===== config.mk =====
export PLATFORM = sky130hd
export DESIGN_NAME = scan_multiplexer
export DESIGN_NICKNAME = d
export VERILOG_FILES = /design/src/rtl/scan_multiplexer.sv
export SDC_FILE = /design/constraint.sdc
export NUM_CORES = 1
export LEC_CHECK = 0
export CAP_MARGIN = 10
export CORE_MARGIN = 2
export CORE_UTILIZATION = 35
export CTS_BUF_LIST = sky130_fd_sc_hd__clkbuf_4 sky130_fd_sc_hd__clkbuf_8
export CTS_CLUSTER_DIAMETER = 100
export CTS_CLUSTER_SIZE = 12
export DETAILED_ROUTE_END_ITERATION = 16
export PLACE_DENSITY_LB_ADDON = 0.3
export SLEW_MARGIN = 20
export SYNTH_ARGS = -nofsm -noshare
export SYNTH_HDL_FRONTEND = slang
export SYNTH_SLANG_ARGS = --single-unit

===== constraint.sdc =====
create_clock -name clk -period 1.8 [get_ports clk]
set_input_delay 0.36 -clock clk [delete_from_list [all_inputs] [get_ports clk]]
set_output_delay 0.36 -clock clk [all_outputs]
set_load 0.05 [all_outputs]

===== src/rtl/scan_multiplexer.sv =====
// Registered CHANNELS-to-1 bus multiplexer with a valid/ready output.
// Direct mode emits one beat from addr; scan mode emits channels 0..CHANNELS-1 in order.
module scan_multiplexer #(
  parameter int WIDTH    = 8,
  parameter int CHANNELS = 4,
  parameter int SEL_W    = 2
) (
  input  logic                      clk,
  input  logic                      rst_n,
  input  logic [CHANNELS*WIDTH-1:0] in,
  input  logic [SEL_W-1:0]          addr,
  input  logic                      mode,
  input  logic                      start,
  input  logic                      out_ready,
  output logic [WIDTH-1:0]          out,
  output logic [SEL_W-1:0]          out_chan,
  output logic                      out_valid,
  output logic                      done
);

  localparam int SLOTS = 1 << SEL_W;
  localparam logic [SEL_W-1:0] LAST_CH = SEL_W'(CHANNELS - 1);

  typedef enum logic {
    IDLE = 1'b0,
    SEND = 1'b1
  } state_t;

  state_t            state_reg, state_next;
  logic              mode_reg, mode_next;
  logic [SEL_W-1:0]  ch_reg, ch_next;
  logic [WIDTH-1:0]  out_reg;
  logic [SEL_W-1:0]  chan_reg;
  logic              valid_reg, valid_next;
  logic              done_reg, done_next;
  logic              load;
  logic [SEL_W-1:0]  load_ch;

  // Every select code maps to a slot; codes past the last channel read as zero.
  logic [WIDTH-1:0]  chan_data [SLOTS];

  genvar gi;
  generate
    for (gi = 0; gi < SLOTS; gi++) begin : g_slot
      if (gi < CHANNELS) begin : g_live
        assign chan_data[gi] = in[gi*WIDTH +: WIDTH];
      end else begin : g_empty
        assign chan_data[gi] = '0;
      end
    end
  endgenerate

  always_ff @(posedge clk or negedge rst_n) begin
    if (!rst_n) begin
      state_reg <= IDLE;
      mode_reg  <= 1'b0;
      ch_reg    <= '0;
      out_reg   <= '0;
      chan_reg  <= '0;
      valid_reg <= 1'b0;
      done_reg  <= 1'b0;
    end else begin
      state_reg <= state_next;
      mode_reg  <= mode_next;
      ch_reg    <= ch_next;
      valid_reg <= valid_next;
      done_reg  <= done_next;
      if (load) begin
        out_reg  <= chan_data[load_ch];
        chan_reg <= load_ch;
      end
    end
  end

  always_comb begin
    state_next = state_reg;
    mode_next  = mode_reg;
    ch_next    = ch_reg;
    valid_next = valid_reg;
    done_next  = 1'b0;
    load       = 1'b0;
    load_ch    = ch_reg;
    case (state_reg)
      IDLE: begin
        if (start) begin
          mode_next  = mode;
          load_ch    = mode ? '0 : addr;
          ch_next    = load_ch;
          load       = 1'b1;
          valid_next = 1'b1;
          state_next = SEND;
        end
      end
      SEND: begin
        if (out_ready) begin
          if (!mode_reg || ch_reg == LAST_CH) begin
            valid_next = 1'b0;
            done_next  = 1'b1;
            state_next = IDLE;
          end else begin
            // Next scan beat is loaded on the accepting edge, so there is no bubble.
            load_ch = ch_reg + 1'b1;
            ch_next = load_ch;
            load    = 1'b1;
          end
        end
      end
      default: state_next = IDLE;
    endcase
  end

  assign out       = out_reg;
  assign out_chan  = chan_reg;
  assign out_valid = valid_reg;
  assign done      = done_reg;

endmodule


==> metrics.md, run 1 <==
| Metric | Value |
|---|---|
| Worst Setup Start Kind | `input pin` |
| Yosys reg bits | `16` |
| Largest net degree at the start of global routing | `17` |
| 1st-iter DRT viols | `5` |
| Deepest clock path buffer count | `2` |
| Status | `finished with violations` |
| FILL cells | `200` |
| Hold Path Class | `in -> async` |
| Slew @ Worst Pin | `about 0.30 ns` |
| Yosys warns | `0` |
| GRT Overall Usage | `0.183` |
| DR pass1 iterations | `4` |
| Initial Util | `0.368` |
| Final setup viols | `1` |
| Setup slack, reg-to-reg | `-0.03 ns` |
| Net Sw Frac | `0.464` |
| Max reg flops | `8` |
| F_max | `around 0.55 GHz` |
| Root buf cell | `clkbuf_4` |
| Failing checks | `setup timing` |
| TritonCTS sink count | `16` |
| Required time worst endpoint | `roughly 2.0 ns` |
| Core area | `0.00245 mm²` |
| Reg2reg end | `out[3]` |
| Syn Area/Cell | `approximately 11 µm²` |
| Vias | `846` |
| Final setup margin | `-0.0324 ns` |
| Via/cell ratio | `roughly 4.9` |
| Fin area | `roughly 0.0016 mm²` |
| Peak supply drop | `0.00118 V` |
| Final Slew Violations | `0` |
| Detailed placer's ending HPWL | `roughly 1800 µm` |
| Fin crit period | `around 1.8 ns` |
| Total gr overflow | `0` |
| DRC | `0` |
| CP arrival | `1.99 ns` |
| I/O Buffers | `50` |
| Internal power | `approximately 1.5 mW` |
| Post-synth ARST share | `1.00` |
| Area growth from synthesis to layout | `74.9%` |
| Final WL | `2380 µm` |
| Placement row count | `18` |
| Cells after synthesis | `79` |
| Prevailing post-synth register cell | `dfrtp_1` |
| Antenna-violating nets left | `0` |
| Crit Path Max Fanout | `5` |
| CTS tree | `built` |
| Initial antenna violation count | `0` |
| Cell Pwr Density | `between 1500 and 2000 mW/mm²` |
| Vias in the first global route | `929` |
| FF/Latch Area | `between 400 and 500 µm²` |
| Most frequent cells in the layout | `clkdlybuf4s50_1, buf_4, dfrtp_1` |
| Sequential share of power | `0.232` |
| Multi-input combinational cell area | `~530 µm²` |
| Final Hold Fails | `0` |
| Sw power | `~1.3 mW` |
| First-pass GRT wire length | `3890 µm` |
| Placed Area | `0.00147 mm²` |
| Synth Cell Area | `around 900 µm²` |
| Wirelength per Cell | `around 14 µm` |
| Worst reg2reg path startpoint | `ch_reg[1]` |
| Static Leak | `approximately 0.7 nW` |
| H-tree lvl count | `1` |
| Fin util | `0.644` |
| Worst-Skew Late Latency | `0.28 ns` |
| Final Wtd Congestion | `0.703` |
| EDFF count, synth | `0` |
| FF-to-FF path depth | `7` |
| TritonCTS Buffers | `3` |
| Layout cell share with drive strength beyond 1 | `0.333` |
| Layout Skew | `0.00615 ns` |
| Most common cell after layout, fill and taps aside | `clkdlybuf4s50_1` |
| Comb power frac | `0.685` |
| Clock Power Share | `0.082` |
| Sequential fraction of the synthesis area | `0.443` |
| IO Count | `51` |
| # Max-Cap Violations | `0` |
| Clk slew on worst S/H paths | `about 0.10 ns` |
| Die footprint | `about 0.003 mm²` |
| Post-Syn Nets | `119` |
| RSZ-0062 raised after global routing | `yes` |
| Crit Path Class | `in -> reg` |
| Yosys cell types | `25` |
| Die width | `approximately 55 µm` |
| Final nets | `between 150 and 200` |
| Diodes inserted | `0` |
| Crit end category | `flip-flop` |
| Worst rel slew slack | `0.800` |
| Crit share post-route | `1.02` |
| Die Span Y | `around 55 µm` |
through the flow:
| step | setup WS [ns] | TNS, ns | hold WS (ns) | total power [mW] | std cells |
|---|---|---|---|---|---|
| global placement | -0.380 | -2.94 | 0.484 | 2.42 | 164 |
| finish | -0.0324 | -0.0324 | 0.386 | 2.84 | 171 |
| detailed placement | -0.489 | -3.71 | 0.482 | 2.45 | 164 |
| CTS | 0.0104 | 0 | 0.393 | 2.78 | 170 |
| global route | -0.124 | -0.588 | 0.397 | 3.03 | 171 |
| floorplan | -0.00821 | -0.0328 | 0.0644 | 1.84 | 79 |
worst max-delay path, stage by stage:
cell and delay [ns]:
clkdlybuf4s50_1 0.45, and4b_4 0.24, or2_4 0.27, o21ai_4 0.15
buf_6 0.17, mux2i_4 0.25, a221oi_2 0.09
synthesized netlist by cell type (all sizes together), types with 2 or more instances:
master	instances	area, µm²
inv	2	7.51
nor2	13	48.8
a221oi	8	95.1
nor2b	3	18.8
dfrtp	16	400
nand2b	2	12.5
o21a	2	15.0
buf	2	12.5
mux2i	17	170
o21ai	2	21.3
power by group through the flow:
stage / combinational (mW) / sequential, mW / clock [mW]
after floorplan: 0.730 / 1.11 / 0
after global placement: 1.76 / 0.661 / 0
after detailed placement: 1.79 / 0.659 / 0
after CTS: 1.87 / 0.662 / 0.242
after global routing: 2.08 / 0.684 / 0.265
final: 1.95 / 0.661 / 0.234
how the worst max path moves through the flow:
| stage | slack [ns] | start | end | depth (start not counted) |
|---|---|---|---|---|
| 2_1_floorplan | -0.008 | ch_reg[0] | out[0] | 6 |
| 3_5_place_dp | -0.49 | start | out[5] | 6 |
| 3_3_place_gp | -0.38 | start | out[5] | 6 |
| 4_1_cts | 0.01 | ch_reg[1] | out[3] | 7 |
| 5_1_grt | -0.12 | ch_reg[0] | out[3] | 7 |
| 6_report | -0.03 | out_ready | out[3] | 7 |
area by class of cell:
class	instances	share of cell area
Timing Repair Buffer	61	0.357
Multi-Input combinational cell	58	0.338
Sequential cell	16	0.253
Tap cell	30	0.0238
Clock buffer	4	0.0230
Inverter	2	0.00475
routing by layer:
| metal | vias to the layer above | wire [µm] | track usage | part of all wire |
|---|---|---|---|---|
| met4 | 0 | 14 | 0.0625 | 0.0059 |
| met5 | - | 0 | 0 | 0 |
| met3 | 2 | 158 | 0.0410 | 0.066 |
| li1 | 415 | - | - | - |
| met1 | 392 | 1030 | 0.222 | 0.43 |
| met2 | 37 | 1180 | 0.315 | 0.50 |
what timing repair did:
item | in CTS | in global routing
cloned | 0 | 0
resized for setup | 12 | 5
buffers inserted | 3 | 1
hold buffers | 0 | 0
pin swaps | 3 | 6
setup endpoints to repair | 9 | 8
cell families after synthesis:
family | synth area share
flip-flops | 0.443
adder cells (fa/ha/maj) | 0.0138
AND/OR/NAND/NOR | 0.133
buffers and inverters | 0.0263
multiplexers | 0.201
AO/OA/AOI/OAI | 0.183
No activity file was read; power rests on OpenSTA's default activity.
==> inputs of run 2 (changes only) <==
Settings changed: SKIP_CTS_REPAIR_TIMING from default to 1.
==> run 2 against run 1 <==
- the flow still finishes with violations (setup timing)
- global-route usage up 0.33 points
- routed wire length down 2.4%
- clock skew about the same
- total power decreased by 0.69%
- design area shrank 0.63%
- non-clock buffer count shrank 2
- largest cell class unchanged
==> metrics.md, run 2 (synthesized netlist as in run 1, its figures left out) <==
| Metric | Value |
|---|---|
| Hold Path Class | `in -> async (unchanged)` |
| IO Count | `51 (unchanged)` |
| Placement row count | `18 (unchanged)` |
| I/O Buffers | `50 (unchanged)` |
| Diodes inserted | `0 (unchanged)` |
| Most common cell after layout, fill and taps aside | `clkdlybuf4s50_1 (unchanged)` |
| 1st-iter DRT viols | `8 (was 5)` |
| Die footprint | `0.00300 mm² (unchanged)` |
| RSZ-0062 raised after global routing | `yes (unchanged)` |
| Slowest cell delay on critical path | `0.48 ns (was 0.45 ns)` |
| Crit Path Max Fanout | `7 (was 5)` |
| H-tree lvl count | `1 (unchanged)` |
| Status | `finished with violations (unchanged)` |
| Crit share post-route | `1.03 (was 1.02)` |
| Layout Skew | `0.00579 ns (was 0.00615 ns)` |
| Placed Area | `0.00147 mm² (unchanged)` |
| Static Leak | `0.706 nW (was 0.711 nW)` |
| Via/cell ratio | `5.05 (was 4.95)` |
| # Max-Cap Violations | `0 (unchanged)` |
| F_max | `0.539 GHz (was 0.546 GHz)` |
| Failing checks | `setup timing (unchanged)` |
| Layout cell share with drive strength beyond 1 | `0.317 (was 0.333)` |
| First-pass GRT wire length | `3930 µm (was 3890 µm)` |
| Vias | `853 (was 846)` |
| Comb power frac | `0.683 (was 0.685)` |
| Max reg flops | `8 (unchanged)` |
| Die Span Y | `54.8 µm (unchanged)` |
| CP delay by family, top | `buffers and inverters (unchanged)` |
| Slew @ Worst Pin | `0.311 ns (was 0.297 ns)` |
| Fin crit period | `1.86 ns (was 1.83 ns)` |
| Largest net degree at the start of global routing | `17 (unchanged)` |
| Crit Path Class | `in -> reg (unchanged)` |
| CP arrival | `2.01 ns (was 1.99 ns)` |
| Clock Power Share | `0.083 (was 0.082)` |
| Core area | `0.00245 mm² (unchanged)` |
| TritonCTS Buffers | `3 (unchanged)` |
| Vias in the first global route | `916 (was 929)` |
| Final setup margin | `-0.0567 ns (was -0.0324 ns)` |
| Die width | `54.8 µm (unchanged)` |
| Crit end category | `flip-flop (unchanged)` |
| Final nets | `180 (was 182)` |
| DRC | `0 (unchanged)` |
| Sequential share of power | `0.234 (was 0.232)` |
| Clk slew on worst S/H paths | `0.10 ns (about the same)` |
| Worst-Skew Late Latency | `0.28 ns (about the same)` |
| Worst Setup Start Kind | `input pin (unchanged)` |
| Hold WS | `0.385 ns (was 0.386 ns)` |
| Most frequent cells in the layout | `clkdlybuf4s50_1, buf_4, dfrtp_1 (unchanged)` |
| Net Sw Frac | `0.463 (was 0.464)` |
| Sw power | `1.31 mW (was 1.32 mW)` |
| Worst rel slew slack | `0.791 (was 0.800)` |
| Root buf cell | `clkbuf_4 (unchanged)` |
| Cell Pwr Density | `1800 mW/mm² (about the same)` |
| TritonCTS sink count | `16 (unchanged)` |
| Final Wtd Congestion | `0.703 (unchanged)` |
| Initial antenna violation count | `0 (unchanged)` |
| Wirelength per Cell | `13.8 µm (was 13.9 µm)` |
| GRT Overall Usage | `0.186 (was 0.183)` |
| Crit path cell chain | `clkdlybuf4s50_1, nor2b_2, or2_4, o21ai_4, buf_12, mux2i_4, a221oi_2 (was clkdlybuf4s50_1, and4b_4, or2_4, o21ai_4, buf_6, mux2i_4, a221oi_2)` |
| Final Hold Fails | `0 (unchanged)` |
| Initial Util | `0.368 (unchanged)` |
| Deepest clock path buffer count | `2 (unchanged)` |
| Fin area | `0.00157 mm² (was 0.00158 mm²)` |
| Final WL | `2330 µm (was 2380 µm)` |
| Slowest CP cell | `clkdlybuf4s50_1 (unchanged)` |
| Final setup viols | `6 (was 1)` |
| DR pass1 iterations | `4 (unchanged)` |
| Internal power | `1.52 mW (about the same)` |
| Detailed placer's ending HPWL | `1810 µm (unchanged)` |
| Final Slew Violations | `0 (unchanged)` |
| Area growth from synthesis to layout | `73.8% (was 74.9%)` |
| Peak supply drop | `0.00117 V (was 0.00118 V)` |
| FILL cells | `201 (was 200)` |
| Antenna-violating nets left | `0 (unchanged)` |
| Required time worst endpoint | `1.96 ns (about the same)` |
| Worst path bufs/invs | `2 (unchanged)` |
| Setup Slack @ Placement | `-0.489 ns (unchanged)` |
| Total gr overflow | `0 (unchanged)` |
| CTS tree | `built (unchanged)` |
## run 2: worst reg2reg max path: stages (launching register included)
cell,delay (ns)
dfrtp_1,0.40
ha_2,0.20
and4b_4,0.34
or2_4,0.15
o21ai_4,0.07
buf_12,0.16
mux2i_4,0.19
a221oi_2,0.25
## run 2: power groups by stage
stage | Clock (mW) | Combinational (mW) | Sequential, mW
finish | 0.233 | 1.93 | 0.661
global route | 0.265 | 2.05 | 0.684
CTS | 0.242 | 1.80 | 0.658
detailed placement | 0 | 1.79 | 0.659
global placement | 0 | 1.76 | 0.661
floorplan | 0 | 0.730 | 1.11
## run 2: metrics by stage
step                      utilization  std cells  total power, mW  setup TNS, ns
after floorplan                     -         79             1.84        -0.0328
after global placement          0.598        164             2.42          -2.94
after detailed placement        0.598        164             2.45          -3.71
after CTS                       0.613        168             2.70          -1.94
after global routing            0.640        169             3.00         -0.555
final                           0.640        169             2.82         -0.162
## run 2: layout make-up
class	instances	area [µm²]	area share
Clock buffer	4	36.3	0.0231
Inverter	2	7.51	0.00478
Multi-Input combinational cell	58	531	0.338
Sequential cell	16	400	0.255
Tap cell	30	37.5	0.0239
Timing Repair Buffer	59	558	0.355
## run 2: final timing paths
kind / startpoint / endpoint / slack (ns) / cells after the start
hold reg to reg: out_chan[0] / out_chan[0] / 0.50 / 1
setup reg to reg: ch_reg[1] / out[3] / -0.04 / 7
max in group asynchronous: rst_n / out_valid / 1.23 / 2
setup / recovery: start / out[3] / -0.06 / 7
hold / removal: rst_n / ch_reg[0] / 0.38 / 2
min in group clk: out_chan[0] / out_chan[0] / 0.50 / 1
## run 2: metal layers
metal / up-vias / track usage / part of all wire
li1: 414 / - / -
met1: 402 / 0.218 / 0.43
met2: 35 / 0.331 / 0.49
met3: 2 / 0.0410 / 0.066
met4: 0 / 0.0625 / 0.0052
met5: - / 0 / 0
==> inputs of run 3 (changes only) <==
Clock period 1.8 ns to 1.5 ns, I/O delays scaled along.
==> run 3 against run 2 <==
- combinational power grew 44%
- critical path type is now reg -> reg
- the flow still finishes with violations (setup timing)
- core utilization grew 6.3 points
- largest power group unchanged
- worst hold slack lost 0.053 ns
- clock skew grew 0.0065 ns
==> metrics.md, run 3 (synthesized netlist as in run 1, its figures left out) <==
| Metric | Value |
|---|---|
| Hold Path Class | `in -> async (unchanged)` |
| Deepest clock path buffer count | `2 (unchanged)` |
| Clk slew on worst S/H paths | `0.09 ns (was 0.10 ns)` |
| Setup Slack @ Placement | `-0.746 ns (was -0.489 ns)` |
| Final WL | `2530 µm (was 2330 µm)` |
| Worst rel slew slack | `0.803 (was 0.791)` |
| Wirelength per Cell | `14.8 µm (was 13.8 µm)` |
| Most frequent cells in the layout | `clkdlybuf4s50_1, dfrtp_1, mux2i_1, buf_12, nor2_1 (was clkdlybuf4s50_1, buf_4, dfrtp_1)` |
| Crit end category | `flip-flop (unchanged)` |
| Layout Skew | `0.0123 ns (was 0.00579 ns)` |
| Final nets | `183 (was 180)` |
| TritonCTS Buffers | `3 (unchanged)` |
| Placement row count | `18 (unchanged)` |
| Cell Pwr Density | `2250 mW/mm² (was 1800 mW/mm²)` |
| Initial Util | `0.368 (unchanged)` |
| Most common cell after layout, fill and taps aside | `clkdlybuf4s50_1 (unchanged)` |
| Worst path bufs/invs | `1 (was 2)` |
| CTS tree | `built (unchanged)` |
| Crit Path Max Fanout | `8 (was 7)` |
| Worst Setup Start Kind | `flip-flop (was input pin)` |
| CP arrival | `1.95 ns (was 2.01 ns)` |
| CP delay by family, top | `simple AND/OR/NAND/NOR gates (was buffers and inverters)` |
| Vias in the first global route | `890 (was 916)` |
| Die footprint | `0.00300 mm² (unchanged)` |
| F_max | `roughly 0.55 GHz` |
| TritonCTS sink count | `16 (unchanged)` |
| GRT Overall Usage | `0.182 (was 0.186)` |
| Placed Area | `0.00163 mm² (was 0.00147 mm²)` |
| Final setup margin | `-0.306 ns (was -0.0567 ns)` |
| Root buf cell | `clkbuf_4 (unchanged)` |
| Failing checks | `setup timing (unchanged)` |
| Status | `finished with violations (unchanged)` |
| RSZ-0062 raised after global routing | `yes (unchanged)` |
| Core area | `0.00245 mm² (unchanged)` |
| Die Span Y | `54.8 µm (unchanged)` |
| # Max-Cap Violations | `0 (unchanged)` |
| Total gr overflow | `0 (unchanged)` |
| Setup slack, reg-to-reg | `-0.31 ns (was -0.04 ns)` |
| Slowest cell delay on critical path | `0.38 ns (was 0.48 ns)` |
| Final setup viols | `10 (was 6)` |
| Peak supply drop | `0.00151 V (was 0.00117 V)` |
| Static Leak | `0.767 nW (was 0.706 nW)` |
| Layout cell share with drive strength beyond 1 | `0.340 (was 0.317)` |
| H-tree lvl count | `1 (unchanged)` |
| DR pass1 iterations | `4 (unchanged)` |
| Max reg flops | `8 (unchanged)` |
| Final Slew Violations | `0 (unchanged)` |
| Required time worst endpoint | `1.64 ns (was 1.96 ns)` |
| FILL cells | `178 (was 201)` |
| Largest net degree at the start of global routing | `17 (unchanged)` |
| Fin area | `0.00173 mm² (was 0.00157 mm²)` |
| Detailed placer's ending HPWL | `1970 µm (was 1810 µm)` |
| Crit Path Class | `reg -> reg (was in -> reg)` |
| Slew @ Worst Pin | `0.295 ns (was 0.311 ns)` |
| Crit path cell chain | `ha_2, and4b_4, or2_4, o21ai_4, buf_12, mux2i_2, a221oi_2 (was clkdlybuf4s50_1, nor2b_2, or2_4, o21ai_4, buf_12, mux2i_4, a221oi_2)` |
| Final Hold Fails | `0 (unchanged)` |
| Vias | `864 (was 853)` |
| Final Wtd Congestion | `0.746 (was 0.703)` |
| Hold WS | `0.332 ns (was 0.385 ns)` |
| Initial antenna violation count | `0 (unchanged)` |
| Area growth from synthesis to layout | `91.0% (was 73.8%)` |
| I/O Buffers | `50 (unchanged)` |
| 1st-iter DRT viols | `12 (was 8)` |
| Diodes inserted | `0 (unchanged)` |
| DRC | `0 (unchanged)` |
| Via/cell ratio | `5.05 (about the same)` |
| Slowest CP cell | `dfrtp_1 (was clkdlybuf4s50_1)` |
| Fin crit period | `~1.8 ns` |
| Antenna-violating nets left | `0 (unchanged)` |
| Crit share post-route | `1.20` |
| IO Count | `51 (unchanged)` |
| First-pass GRT wire length | `3850 µm (was 3930 µm)` |
| Worst-Skew Late Latency | `0.28 ns (about the same)` |
| Die width | `54.8 µm (unchanged)` |
## run 3: cell types whose count changed in the layout (fill, tap and decap cells not counted), sizes merged
cell    change
buf         +3
inv         -1
clkinv      +1
clkbuf      -1
## run 3: final timing paths
| path | cells after the start | end | startpoint |
|---|---|---|---|
| min | 2 | mode_reg | rst_n |
| min reg2reg | 1 | out_chan[1] | out_chan[1] |
| max reg2reg | 7 | out[6] | ch_reg[1] |
| max in group asynchronous | 2 | out[3] | rst_n |
| max | 7 | out[6] | ch_reg[1] |
| min in group clk | 1 | out_chan[1] | out_chan[1] |
## run 3: where the power goes
| group | switching (mW) | total (mW) | internal, mW |
|---|---|---|---|
| clock | 0.121 | 0.214 | 0.0928 |
| combinational | 1.34 | 2.78 | 1.44 |
| sequential | 0.236 | 0.888 | 0.652 |
## run 3: layer usage
layer	share of wire	GRT usage
met1	0.40	0.210
met2	0.52	0.327
met3	0.074	0.0492
met4	0.0067	0.0500
met5	0	0
## run 3: metrics by stage
step,cells,TNS (ns),total power [mW],utilization
after floorplan,79,-2.51,2.24,-
after global placement,165,-6.06,3.37,0.663
after detailed placement,165,-6.78,3.45,0.663
after CTS,168,-4.54,3.67,0.672
after global routing,171,-3.25,4.09,0.703
final,171,-2.46,3.89,0.703
## run 3: layout make-up
| type | instances | area [µm²] | area share |
|---|---|---|---|
| clock buffers | 3 | 22.5 | 0.0131 |
| well taps | 30 | 37.5 | 0.0218 |
| multi-input cells | 58 | 526 | 0.305 |
| flip-flops and latches | 16 | 400 | 0.232 |
| inverters | 2 | 12.5 | 0.00725 |
| repair buffers | 62 | 727 | 0.421 |
